## src/rtl/hlcpu_pkg.sv

```systemverilog
// Shared definitions for the hlcpu execute stage: opcodes, register selects,
// FSM state encoding and flag bit positions.
package hlcpu_pkg;

  localparam int HL_DATA_W = 16;
  localparam int HL_SEL_W  = 4;

  localparam logic [3:0] OP_ADD = 4'd0;
  localparam logic [3:0] OP_SUB = 4'd1;
  localparam logic [3:0] OP_AND = 4'd2;
  localparam logic [3:0] OP_OR  = 4'd3;
  localparam logic [3:0] OP_XOR = 4'd4;
  localparam logic [3:0] OP_NOT = 4'd5;
  localparam logic [3:0] OP_SHL = 4'd6;
  localparam logic [3:0] OP_SHR = 4'd7;
  localparam logic [3:0] OP_SAR = 4'd8;
  localparam logic [3:0] OP_MOV = 4'd9;
  localparam logic [3:0] OP_CMP = 4'd10;
  localparam logic [3:0] OP_MUL = 4'd11;
  localparam logic [3:0] OP_DIV = 4'd12;
  localparam logic [3:0] OP_INC = 4'd13;
  localparam logic [3:0] OP_DEC = 4'd14;
  localparam logic [3:0] OP_RSV = 4'd15;

  localparam logic [3:0] SEL_NONE = 4'd0;
  localparam logic [3:0] SEL_A    = 4'd1;
  localparam logic [3:0] SEL_B    = 4'd2;
  localparam logic [3:0] SEL_C    = 4'd3;
  localparam logic [3:0] SEL_D    = 4'd4;
  localparam logic [3:0] SEL_E    = 4'd5;
  localparam logic [3:0] SEL_F    = 4'd6;
  localparam logic [3:0] SEL_SP   = 4'd7;
  localparam logic [3:0] SEL_HX   = 4'd12;
  localparam logic [3:0] SEL_LX   = 4'd13;
  localparam logic [3:0] SEL_HY   = 4'd14;
  localparam logic [3:0] SEL_LY   = 4'd15;

  localparam logic [1:0] ST_IDLE = 2'd0;
  localparam logic [1:0] ST_READ = 2'd1;
  localparam logic [1:0] ST_ITER = 2'd2;
  localparam logic [1:0] ST_WB   = 2'd3;

  localparam int FLAG_V = 0;
  localparam int FLAG_C = 1;
  localparam int FLAG_N = 2;
  localparam int FLAG_Z = 3;

  function automatic logic is_multicycle(input logic [3:0] code);
    return (code == OP_MUL) || (code == OP_DIV);
  endfunction

endpackage

```

## src/rtl/alu_muldiv_seq.sv

```systemverilog
// Iterative 16x16 unsigned shift-add multiplier and restoring divider,
// one result bit per cycle over 16 cycles.
module alu_muldiv_seq
  import hlcpu_pkg::*;
(
  input  logic        clk,
  input  logic        rst,
  input  logic        start,
  input  logic        is_div,
  input  logic [15:0] opa,
  input  logic [15:0] opb,
  output logic        busy,
  output logic        done,
  output logic [15:0] res_lo,
  output logic [15:0] res_hi
);

  logic [31:0] acc_r;
  logic [15:0] opb_r;
  logic        div_r;
  logic [4:0]  cnt_r;
  logic [16:0] mul_sum_s;
  logic [16:0] rem_s;
  logic [15:0] rem_diff_s;
  logic [31:0] acc_next_s;

  // Divide: acc holds {partial remainder, dividend bits / quotient bits}.
  // A zero divisor always subtracts, giving quot=FFFF and rem=dividend.
  always_comb begin
    mul_sum_s  = {1'b0, acc_r[31:16]} + (acc_r[0] ? {1'b0, opb_r} : 17'd0);
    rem_s      = {acc_r[31:16], acc_r[15]};
    rem_diff_s = rem_s[15:0] - opb_r;
    if (div_r) begin
      if (rem_s >= {1'b0, opb_r}) begin
        acc_next_s = {rem_diff_s, acc_r[14:0], 1'b1};
      end else begin
        acc_next_s = {rem_s[15:0], acc_r[14:0], 1'b0};
      end
    end else begin
      acc_next_s = {mul_sum_s, acc_r[15:1]};
    end
  end

  // Iteration counter and accumulator; done pulses after the 16th step.
  always_ff @(posedge clk) begin
    if (rst) begin
      acc_r <= 32'd0;
      opb_r <= 16'd0;
      div_r <= 1'b0;
      cnt_r <= 5'd0;
      busy  <= 1'b0;
      done  <= 1'b0;
    end else begin
      done <= 1'b0;
      if (start) begin
        acc_r <= {16'd0, opa};
        opb_r <= opb;
        div_r <= is_div;
        cnt_r <= 5'd16;
        busy  <= 1'b1;
      end else if (busy) begin
        acc_r <= acc_next_s;
        cnt_r <= cnt_r - 5'd1;
        if (cnt_r == 5'd1) begin
          busy <= 1'b0;
          done <= 1'b1;
        end
      end
    end
  end

  assign res_lo = acc_r[15:0];
  assign res_hi = acc_r[31:16];

endmodule

```

## src/rtl/alu_exec.sv

```systemverilog
// Execute stage: reads operands from the regfile, runs single-cycle ALU ops
// inline or MUL/DIV through alu_muldiv_seq, and writes results back.
module alu_exec
  import hlcpu_pkg::*;
#(
  parameter int DATA_W = 16,
  parameter int SEL_W  = 4
) (
  input  logic              clk,
  input  logic              rst,
  input  logic              op_valid,
  output logic              op_ready,
  input  logic [3:0]        op_code,
  input  logic [SEL_W-1:0]  op_src1,
  input  logic [SEL_W-1:0]  op_src2,
  input  logic [SEL_W-1:0]  op_dst1,
  input  logic [SEL_W-1:0]  op_dst2,
  output logic [SEL_W-1:0]  rf_out1_sel,
  input  logic [DATA_W-1:0] rf_out1_data,
  output logic [SEL_W-1:0]  rf_out2_sel,
  input  logic [DATA_W-1:0] rf_out2_data,
  output logic [SEL_W-1:0]  rf_in1_sel,
  output logic [DATA_W-1:0] rf_in1_data,
  output logic [SEL_W-1:0]  rf_in2_sel,
  output logic [DATA_W-1:0] rf_in2_data,
  output logic [3:0]        flags,
  output logic              done
);

  logic [1:0]  state_r;
  logic        phase_r;
  logic [3:0]  code_r;
  logic [3:0]  dst1_r;
  logic [3:0]  dst2_r;
  logic [15:0] a_r;
  logic [15:0] b_r;

  logic [15:0] b_eff_s;
  logic [16:0] sum_s;
  logic [16:0] diff_s;
  logic [16:0] shl_s;
  logic [16:0] shr_s;
  logic [16:0] sar_s;
  logic [15:0] alu_res_s;
  logic        alu_c_s;
  logic        alu_v_s;

  logic        mds_start_s;
  logic        mds_busy_s;
  logic        mds_done_s;
  logic [15:0] mds_lo_s;
  logic [15:0] mds_hi_s;

  // Single-cycle ALU on the latched operands; shifts keep one extra bit for C.
  always_comb begin
    b_eff_s   = ((code_r == OP_INC) || (code_r == OP_DEC)) ? 16'd1 : b_r;
    sum_s     = {1'b0, a_r} + {1'b0, b_eff_s};
    diff_s    = {1'b0, a_r} - {1'b0, b_eff_s};
    shl_s     = {1'b0, a_r} << b_r[3:0];
    shr_s     = {a_r, 1'b0} >> b_r[3:0];
    sar_s     = $signed({a_r, 1'b0}) >>> b_r[3:0];
    alu_res_s = 16'd0;
    alu_c_s   = 1'b0;
    alu_v_s   = 1'b0;
    case (code_r)
      OP_ADD, OP_INC: begin
        alu_res_s = sum_s[15:0];
        alu_c_s   = sum_s[16];
        alu_v_s   = (a_r[15] == b_eff_s[15]) && (sum_s[15] != a_r[15]);
      end
      OP_SUB, OP_CMP, OP_DEC: begin
        alu_res_s = diff_s[15:0];
        alu_c_s   = diff_s[16];
        alu_v_s   = (a_r[15] != b_eff_s[15]) && (diff_s[15] != a_r[15]);
      end
      OP_AND: alu_res_s = a_r & b_r;
      OP_OR:  alu_res_s = a_r | b_r;
      OP_XOR: alu_res_s = a_r ^ b_r;
      OP_NOT: alu_res_s = ~a_r;
      OP_MOV: alu_res_s = a_r;
      OP_SHL: begin
        alu_res_s = shl_s[15:0];
        alu_c_s   = shl_s[16];
      end
      OP_SHR: begin
        alu_res_s = shr_s[16:1];
        alu_c_s   = shr_s[0];
      end
      OP_SAR: begin
        alu_res_s = sar_s[16:1];
        alu_c_s   = sar_s[0];
      end
      default: begin
        alu_res_s = 16'd0;
        alu_c_s   = 1'b0;
        alu_v_s   = 1'b0;
      end
    endcase
  end

  // Sequencer loads straight from the regfile read data in the first READ cycle.
  assign mds_start_s = (state_r == ST_READ) && !phase_r && is_multicycle(code_r);

  alu_muldiv_seq u_muldiv (
    .clk    (clk),
    .rst    (rst),
    .start  (mds_start_s),
    .is_div (code_r == OP_DIV),
    .opa    (rf_out1_data),
    .opb    (rf_out2_data),
    .busy   (mds_busy_s),
    .done   (mds_done_s),
    .res_lo (mds_lo_s),
    .res_hi (mds_hi_s)
  );

  // Control FSM; every output is registered and cleared outside its state.
  always_ff @(posedge clk) begin
    if (rst) begin
      state_r     <= ST_IDLE;
      phase_r     <= 1'b0;
      code_r      <= OP_ADD;
      dst1_r      <= SEL_NONE;
      dst2_r      <= SEL_NONE;
      a_r         <= 16'd0;
      b_r         <= 16'd0;
      op_ready    <= 1'b1;
      rf_out1_sel <= SEL_NONE;
      rf_out2_sel <= SEL_NONE;
      rf_in1_sel  <= SEL_NONE;
      rf_in2_sel  <= SEL_NONE;
      rf_in1_data <= 16'd0;
      rf_in2_data <= 16'd0;
      flags       <= 4'd0;
      done        <= 1'b0;
    end else begin
      done <= 1'b0;
      case (state_r)
        ST_IDLE: begin
          if (op_valid) begin
            code_r      <= op_code;
            dst1_r      <= op_dst1;
            dst2_r      <= op_dst2;
            rf_out1_sel <= op_src1;
            rf_out2_sel <= op_src2;
            op_ready    <= 1'b0;
            phase_r     <= 1'b0;
            state_r     <= ST_READ;
          end
        end
        ST_READ: begin
          if (!phase_r) begin
            a_r         <= rf_out1_data;
            b_r         <= rf_out2_data;
            rf_out1_sel <= SEL_NONE;
            rf_out2_sel <= SEL_NONE;
            if (is_multicycle(code_r)) begin
              state_r <= ST_ITER;
            end else begin
              phase_r <= 1'b1;
            end
          end else begin
            phase_r     <= 1'b0;
            state_r     <= ST_WB;
            done        <= 1'b1;
            rf_in1_data <= alu_res_s;
            rf_in2_data <= 16'd0;
            rf_in2_sel  <= SEL_NONE;
            if (code_r == OP_RSV) begin
              rf_in1_sel <= SEL_NONE;
            end else begin
              rf_in1_sel    <= (code_r == OP_CMP) ? SEL_NONE : dst1_r;
              flags[FLAG_Z] <= (alu_res_s == 16'd0);
              flags[FLAG_N] <= alu_res_s[15];
              flags[FLAG_C] <= alu_c_s;
              flags[FLAG_V] <= alu_v_s;
            end
          end
        end
        ST_ITER: begin
          if (mds_done_s) begin
            state_r       <= ST_WB;
            done          <= 1'b1;
            rf_in1_sel    <= dst1_r;
            rf_in2_sel    <= dst2_r;
            rf_in1_data   <= mds_lo_s;
            rf_in2_data   <= mds_hi_s;
            flags[FLAG_Z] <= (mds_lo_s == 16'd0);
            flags[FLAG_N] <= mds_lo_s[15];
            flags[FLAG_C] <= (code_r == OP_MUL) && (mds_hi_s != 16'd0);
            flags[FLAG_V] <= (code_r == OP_DIV) && (b_r == 16'd0);
          end else if (!mds_busy_s) begin
            state_r  <= ST_IDLE;
            op_ready <= 1'b1;
          end
        end
        ST_WB: begin
          rf_in1_sel  <= SEL_NONE;
          rf_in2_sel  <= SEL_NONE;
          rf_in1_data <= 16'd0;
          rf_in2_data <= 16'd0;
          op_ready    <= 1'b1;
          state_r     <= ST_IDLE;
        end
        default: begin
          rf_in1_sel  <= SEL_NONE;
          rf_in2_sel  <= SEL_NONE;
          rf_out1_sel <= SEL_NONE;
          rf_out2_sel <= SEL_NONE;
          op_ready    <= 1'b1;
          state_r     <= ST_IDLE;
        end
      endcase
    end
  end

endmodule

```

## config.mk

```make
export PLATFORM = sky130hd
export DESIGN_NAME = alu_exec
export DESIGN_NICKNAME = d
export VERILOG_FILES = /design/src/rtl/hlcpu_pkg.sv /design/src/rtl/alu_muldiv_seq.sv /design/src/rtl/alu_exec.sv
export SDC_FILE = /design/constraint.sdc
export NUM_CORES = 1
export LEC_CHECK = 0
export CAP_MARGIN = 20
export CORE_ASPECT_RATIO = 2
export CORE_UTILIZATION = 50
export CTS_BUF_LIST = sky130_fd_sc_hd__clkbuf_4 sky130_fd_sc_hd__clkbuf_8
export DETAILED_ROUTE_END_ITERATION = 6
export PLACE_DENSITY = 0.7
export SLEW_MARGIN = 10
export SYNTH_ARGS = -nofsm -noshare
export SYNTH_HDL_FRONTEND = slang
export SYNTH_SLANG_ARGS = --single-unit
```

## constraint.sdc

```tcl
create_clock -name clk -period 11.2 [get_ports clk]
set_input_delay 2.8 -clock clk [delete_from_list [all_inputs] [get_ports clk]]
set_output_delay 2.8 -clock clk [all_outputs]
set_load 0.05 [all_outputs]
```

==> After elaboration in Yosys (flattened, before gate mapping) <==
Cells that the tools add are included.
{ "op_classes": {"n_mux": 54, "n_bitwise": 6, "shifts": 3, "n_eq_ne": 32, "addsub": 5, "order_cmp": 1, "n_reduce_logical": 32} }
{ "ops": {"columns": ["operator", "count"], "rows": [
  ["case mux 16 bit (10 select lines)", 1],
  ["two-way mux 16 bit", 8],
  ["case mux 16 bit (3 select lines)", 2],
  ["two-way mux 32 bit", 2],
  ["zero test 16 bit", 3],
  ["two-way mux 4 bit", 12],
  ["adder 16 x 16 -> 17 bit", 2],
  ["equality test 4 bit (second input constant)", 8],
  ["case mux 4 bit (2 select lines)", 3],
  ["case mux 4 bit (3 select lines)", 2],
  ["greater-or-equal comparator 17 x 16 -> 1 bit", 1],
  ["<< shifter 16 x 4 -> 17 bit", 1],
  [">> shifter 17 x 4 -> 17 bit", 1],
  [">>> shifter 17 x 4 -> 17 bit", 1],
  ["subtractor 16 x 16 -> 17 bit", 1],
  ["AND 16 bit", 1],
  ["equality test 4 x 3 -> 1 bit (second input constant)", 4],
  ["NOT 16 bit", 1],
  ["OR 16 bit", 1],
  ["nonzero test 16 bit", 1],
  ["subtractor 16 bit", 1],
  ["XOR 16 bit", 1],
  ["!= test 2 bit (second input constant)", 6],
  ["two-way mux 1 bit", 11],
  ["other kinds (30)", 58]
]} }
{ "totals": {"input_bits": 55, "wordCells": 157, "out_inout_bits": 54, "reg_bits": 157} }

==> Depth between registers and ports, before layout <==
{ "logic_depth": {"ltp_word": 10, "mapped_depth": 18, "depth_no_buf": 15} }

==> By module <==
A second synthesis with hierarchy kept.
{ "unflattened": {"hier_cells": 1732, "area_unflattened_um2": 13095.1} }
{ "by_module_without_submodules": {"columns": ["module", "cells_each", "n_inst", "area_per_inst_um2"], "rows": [
  ["alu_exec", 1196, 1, 8847.2],
  ["alu_muldiv_seq", 536, 1, 4247.8]
]} }

==> Worst setup path after synthesis <==
Ideal clock, no wire load.
{ "synth_timing": {"path_kind": "register to register", "start": "register b_r[1]", "end": "register flags[3]", "arrival_ns": 4.563, "n_path_buf": 6, "setup_slack_ns": 6.544, "path_stages_with_launch": 18, "cell_sequence": "dfxtp_1 -> buf_6 -> buf_2 -> buf_2 -> buf_2 -> buf_1 -> clkbuf_1 -> nand2_1 -> ha_1 -> nor2b_1 -> o311ai_1 -> a21o_1 -> a311oi_1 -> a31oi_1 -> or4_1 -> or4b_1 -> or4b_1 -> o32ai_1"} }
{ "synth_via": {"elab_chain_cells": 7, "word_cells_on_any_way": 14, "classes_between": "2 x add/sub; 3 x shift; 5 x mux; 3 x bitwise; 1 x reduce/logical"} }
{ "synth_rtl": {"columns": ["element", "line_no", "text"], "rows": [
  ["from (decl)", "alu_exec.sv:36", "logic [15:0] b_r;"],
  ["from (signal assigned)", "alu_exec.sv:154", "b_r <= rf_out2_data;"],
  ["two-way mux 16 bit", "alu_exec.sv:56", "b_eff_s = ((code_r == OP_INC) || (code_r == OP_DEC)) ? 16'd1 : b_r;"],
  ["subtractor 16 x 16 -> 17 bit or adder 16 x 16 -> 17 bit (tied branches)", "alu_exec.sv:58, alu_exec.sv:57", null],
  ["case mux 16 bit (10 select lines) *", "alu_exec.sv:65", "case (code_r)"],
  ["zero test 16 bit *", "alu_exec.sv:173", "flags[FLAG_Z] <= (alu_res_s == 16'd0);"],
  ["two-way mux 4 bit *", "alu_exec.sv:169", "if (code_r == OP_RSV) begin"],
  ["two-way mux 4 bit *", "alu_exec.sv:152", "if (!phase_r) begin"],
  ["case mux 4 bit (2 select lines) *", "alu_exec.sv:138", "case (state_r)"],
  ["to (signal, indexed assignment)", "alu_exec.sv:173", null],
  ["to (signal, indexed assignment)", "alu_exec.sv:174", "flags[FLAG_N] <= alu_res_s[15];"],
  ["to (signal, indexed assignment)", "alu_exec.sv:175", "flags[FLAG_C] <= alu_c_s;"],
  ["to (decl)", "alu_exec.sv:26", "output logic [3:0] flags,"]
]} }
Every way passes the cells marked *; elsewhere a longest branch is shown, timed or not. The select of a mux whose other input is x is not followed.
A chain may end at the register's enable or synchronous reset.

==> Final worst setup path <==
{ "layout_timing": {"start": "register code_r[2]", "end": "register flags[3]"} }
{ "layout_via": {"elab_chain_cells": 9, "word_cells_on_any_way": 27, "classes_between": "2 x add/sub; 14 x eq/ne; 5 x mux; 6 x reduce/logical"} }
{ "layout_rtl": {"columns": ["element", "line_no", "text"], "rows": [
  ["from (decl)", "alu_exec.sv:32", "logic [3:0] code_r;"],
  ["from (signal assigned)", "alu_exec.sv:141", "code_r <= op_code;"],
  ["equality test 4 bit", "alu_exec.sv:56, alu_exec.sv:65", null],
  ["logical OR 1 bit", "alu_exec.sv:56", null],
  ["two-way mux 16 bit", "alu_exec.sv:56", null],
  ["subtractor 16 x 16 -> 17 bit or adder 16 x 16 -> 17 bit (tied branches)", "alu_exec.sv:58, alu_exec.sv:57", null],
  ["case mux 16 bit (10 select lines)", "alu_exec.sv:65", null],
  ["zero test 16 bit", "alu_exec.sv:173", null],
  ["two-way mux 4 bit", "alu_exec.sv:169", null],
  ["two-way mux 4 bit", "alu_exec.sv:152", null],
  ["case mux 4 bit (2 select lines)", "alu_exec.sv:138", null]
]} }
Parallel ways exist; a longest one is shown, timed or not. The select of a mux whose other input is x is not followed.

==> flow_summary.toml <==
[worst_setup_path]
cp_data_arrival_time_ns = 5.78
cpMaxStageDelayCell = "dfxtp_1"
endpoint_kind = "flip-flop"
cpPeakStageDelay_ns = 0.97
cp.required_ns = 11.57
path_class = "flip-flop to flip-flop"
crit_path_start = "code_r[2]"
start_kind = "flip-flop"
critPathMaxFanout = 28
r2r-start = "code_r[2]"
path_cells = "nand2_1 > a21o_1 > nand2_1 > ha_1 > inv_1 > fa_1 > o21bai_1 > a21oi_1 > a221o_1 > a221o_1 > and4bb_1 > or4b_1 > or4b_1 > o32ai_1"

[pwr]
p_leak_nw = 5.55
power_frac_seq_pct = 26.4
p_int_mw = 1.40
p_sw_mw = 1.47
p_per_area_nw_per_um2 = 195
combPwrFrac_pct = 59.1
ir_drop_v = 0.000140
clockPowerShare_pct = 14.5
power_mw = 2.87
power.share.switching_pct = 51.3

[sta]
rsz0062_at_grt = "false"
fin_worst_skew_ns = 0.0175
final-setup-viol-count = 0
fin_crit_sh_pct = 48.4
drv_slew = 0
slew_headroom_pct = 31.6
final.setup.tns_ns = 0
tightest_slew_ns = 1.03
max_freq_mhz = 185
finalHoldViolCount = 0
period_minus_slack_ns = 5.42

[finish]
drive_gt1_share_pct = 7.75
fillCellCount = 2524
multiInputGateArea_sq_um = 9050
postLayoutCoreUtil_pct = 57.3
final_common_cell = "nand2_1"
nNetsFinal = 1933
regArea_sq_um = 3150
diodes = 0
synthToLayoutAreaGrowth_pct = 12.9
layout.cells.most_common_list = "nand2_1 (257), a21oi_1 (187), dfxtp_1 (153), nor2_1 (139), clkdlybuf4s50_1 (107)"

[clock_tree]
numCtsBuffers = 17
htree_levels = 4
ctsLongestPathBuffers = 2
cts_root_buf = "clkbuf_8"
hold_buffers = 0
cts_resized = 0
clk_pin_slew_ns = 0.09
clock_latency_ns = 0.46
cts.sinks = 157
cts_setup_buffers = 0
cts_tree = "built"

[die]
dieArea_sq_um = 26700
io_pins = 109
dieWidth_microns = 116
core-area_sq_um = 25700
fp-row-count = 83
start_util_pct = 50.8
fp.dieH_microns = 230

[global_routing]
grt_pass1_vias = 13300
grt_max_degree = 74
antenna_found_initial = 0
gr-total-overflow = 0
track_usage_pct = 39.8
grt_pass1_wl_mm = 77.9

[synthesis]
netlist_instances = 1738
syn_nets = 1904
ys_async_sr_fraction_pct = 0
syn-mean-instance-area_sq_um = 7.49
ys_ff_latch = 157
ys.flop_type = "dfxtp_1"
yosysWarningCount = 0
syn_area_sq_um = 13000
synth_edf_count = 0
ys_seq_area_share_pct = 24.1
synth_cell_types = 83

[placement]
gp_congestion = 1.01
dp_hpwl_mm = 40.1
portBuffers = 108

[run]
cap_violations = 0

[detailed_routing]
vias_per_cell = 6.38
drtAntennaViolNets = 0
wl_mm = 52.7
drt_iter0_drc = 1216
drc = 0
drt_pass1_iterations = 7
dr_total_vias = 13500
wl_per_cell_microns = 24.9

[outcome]
status = "completed"

[min_path]
min_path_type = "flip-flop to flip-flop"
hold_start = "rf_in2_data[13]"
## kinds of logic after synthesis
family / count (synthesis) / share of synthesized area (%)
muxes: 85 / 8.31
buffers and inverters: 224 / 6.61
adders and majority gates: 111 / 10.9
xor gates and xnor gates: 32 / 2.15
and+or+nand+nor: 627 / 22.5
DFF: 157 / 24.1
AOI/OAI and AO/OA: 502 / 25.4
## flip-flops by register name, indices dropped and copies added (netlist names), 2 cells and up
name            cells
dst1_r              4
rf_out2_sel         4
u_muldiv.cnt_r      5
dst2_r              4
rf_in2_sel          4
u_muldiv.acc_r     32
code_r              4
rf_in1_data        16
rf_in1_sel          4
u_muldiv.opb_r     16
a_r                16
rf_out1_sel         4
flags               4
b_r                16
state_r             2
rf_in2_data        16
## metal layers
layer | GRT usage [%] | vias to the layer above | share of wire (%)
li1 | - | 6318 | -
met1 | 37.6 | 6457 | 34
met2 | 71.1 | 529 | 51
met3 | 6.40 | 219 | 4.6
met4 | 37.0 | 0 | 10
met5 | 0 | - | 0
## cells in the mapped netlist (10+ instances only)
cell      number  share of area [%]
nor2_1       140                4.0
a21o_1        16               0.92
a31oi_1       16               0.77
a22oi_1       19                1.1
a221oi_1      27                1.8
mux2i_1       47                3.6
dfxtp_1      157                 24
clkbuf_1     109                3.1
nor4_1        13               0.62
buf_1         15               0.43
o21ai_0       62                2.4
o211ai_1      27                1.6
nand2_1      257                7.4
ha_1         107                 10
and2_1        19               0.91
mux4_2        16                2.8
buf_2         10               0.38
xnor2_1       19                1.3
nand3_1       37                1.4
mux2_2        17                1.5
xor2_1        13               0.87
inv_1         86                2.5
nor2b_1       24                1.2
nand2b_1      24                1.2
a211oi_1      31                1.8
a21oi_1      187                7.2
nor3_1        46                1.8
## power by group through the flow
| stage | clock network [mW] | registers (mW) | logic, mW |
|---|---|---|---|
| 6_report | 0.416 | 0.758 | 1.70 |
| 5_1_grt | 0.447 | 0.766 | 1.81 |
| 4_1_cts | 0.423 | 0.755 | 1.66 |
| 3_5_place_dp | 0 | 0.767 | 1.65 |
| 3_3_place_gp | 0 | 0.766 | 1.64 |
| 2_1_floorplan | 0 | 0.824 | 1.04 |
## through the flow
stage	instances	instance area, sq um	hold slack (ns)	setup WS [ns]
after global routing	2120	14700	0.474	5.61
after CTS	2120	14700	0.458	5.89
after floorplan	1738	13000	0.436	6.54
final	2120	14700	0.454	5.78
after global placement	2088	14300	0.439	6.05
after detailed placement	2088	14300	0.444	5.91
## critical path, delay by kind of cell (launching register included)
kind	cells	cell delay (ns)
buffers and inverters	1	0.06
AND/OR/NAND/NOR	5	1.88
adder cells (fa/ha/maj)	2	0.59
flip-flops	1	0.97
AO/OA/AOI/OAI	6	1.80
## final cells by class
type | instances | share of cell area, %
Sequential cell | 157 | 21.4
Clock inverter | 13 | 0.877
Timing Repair Buffer | 145 | 9.23
Clock buffer | 19 | 1.74
Inverter | 89 | 2.27
Tap cell | 340 | 2.89
Multi-Input combinational cell | 1357 | 61.6
## final timing paths
check	endpoint	slack (ns)	depth (start not counted)
hold reg to reg	rf_in2_data[13]	0.45	2
setup reg to reg	flags[3]	5.78	14
setup / recovery	flags[3]	5.78	14
hold / removal	rf_in2_data[13]	0.45	2
Note: power is estimated with default switching activity, not from simulation.
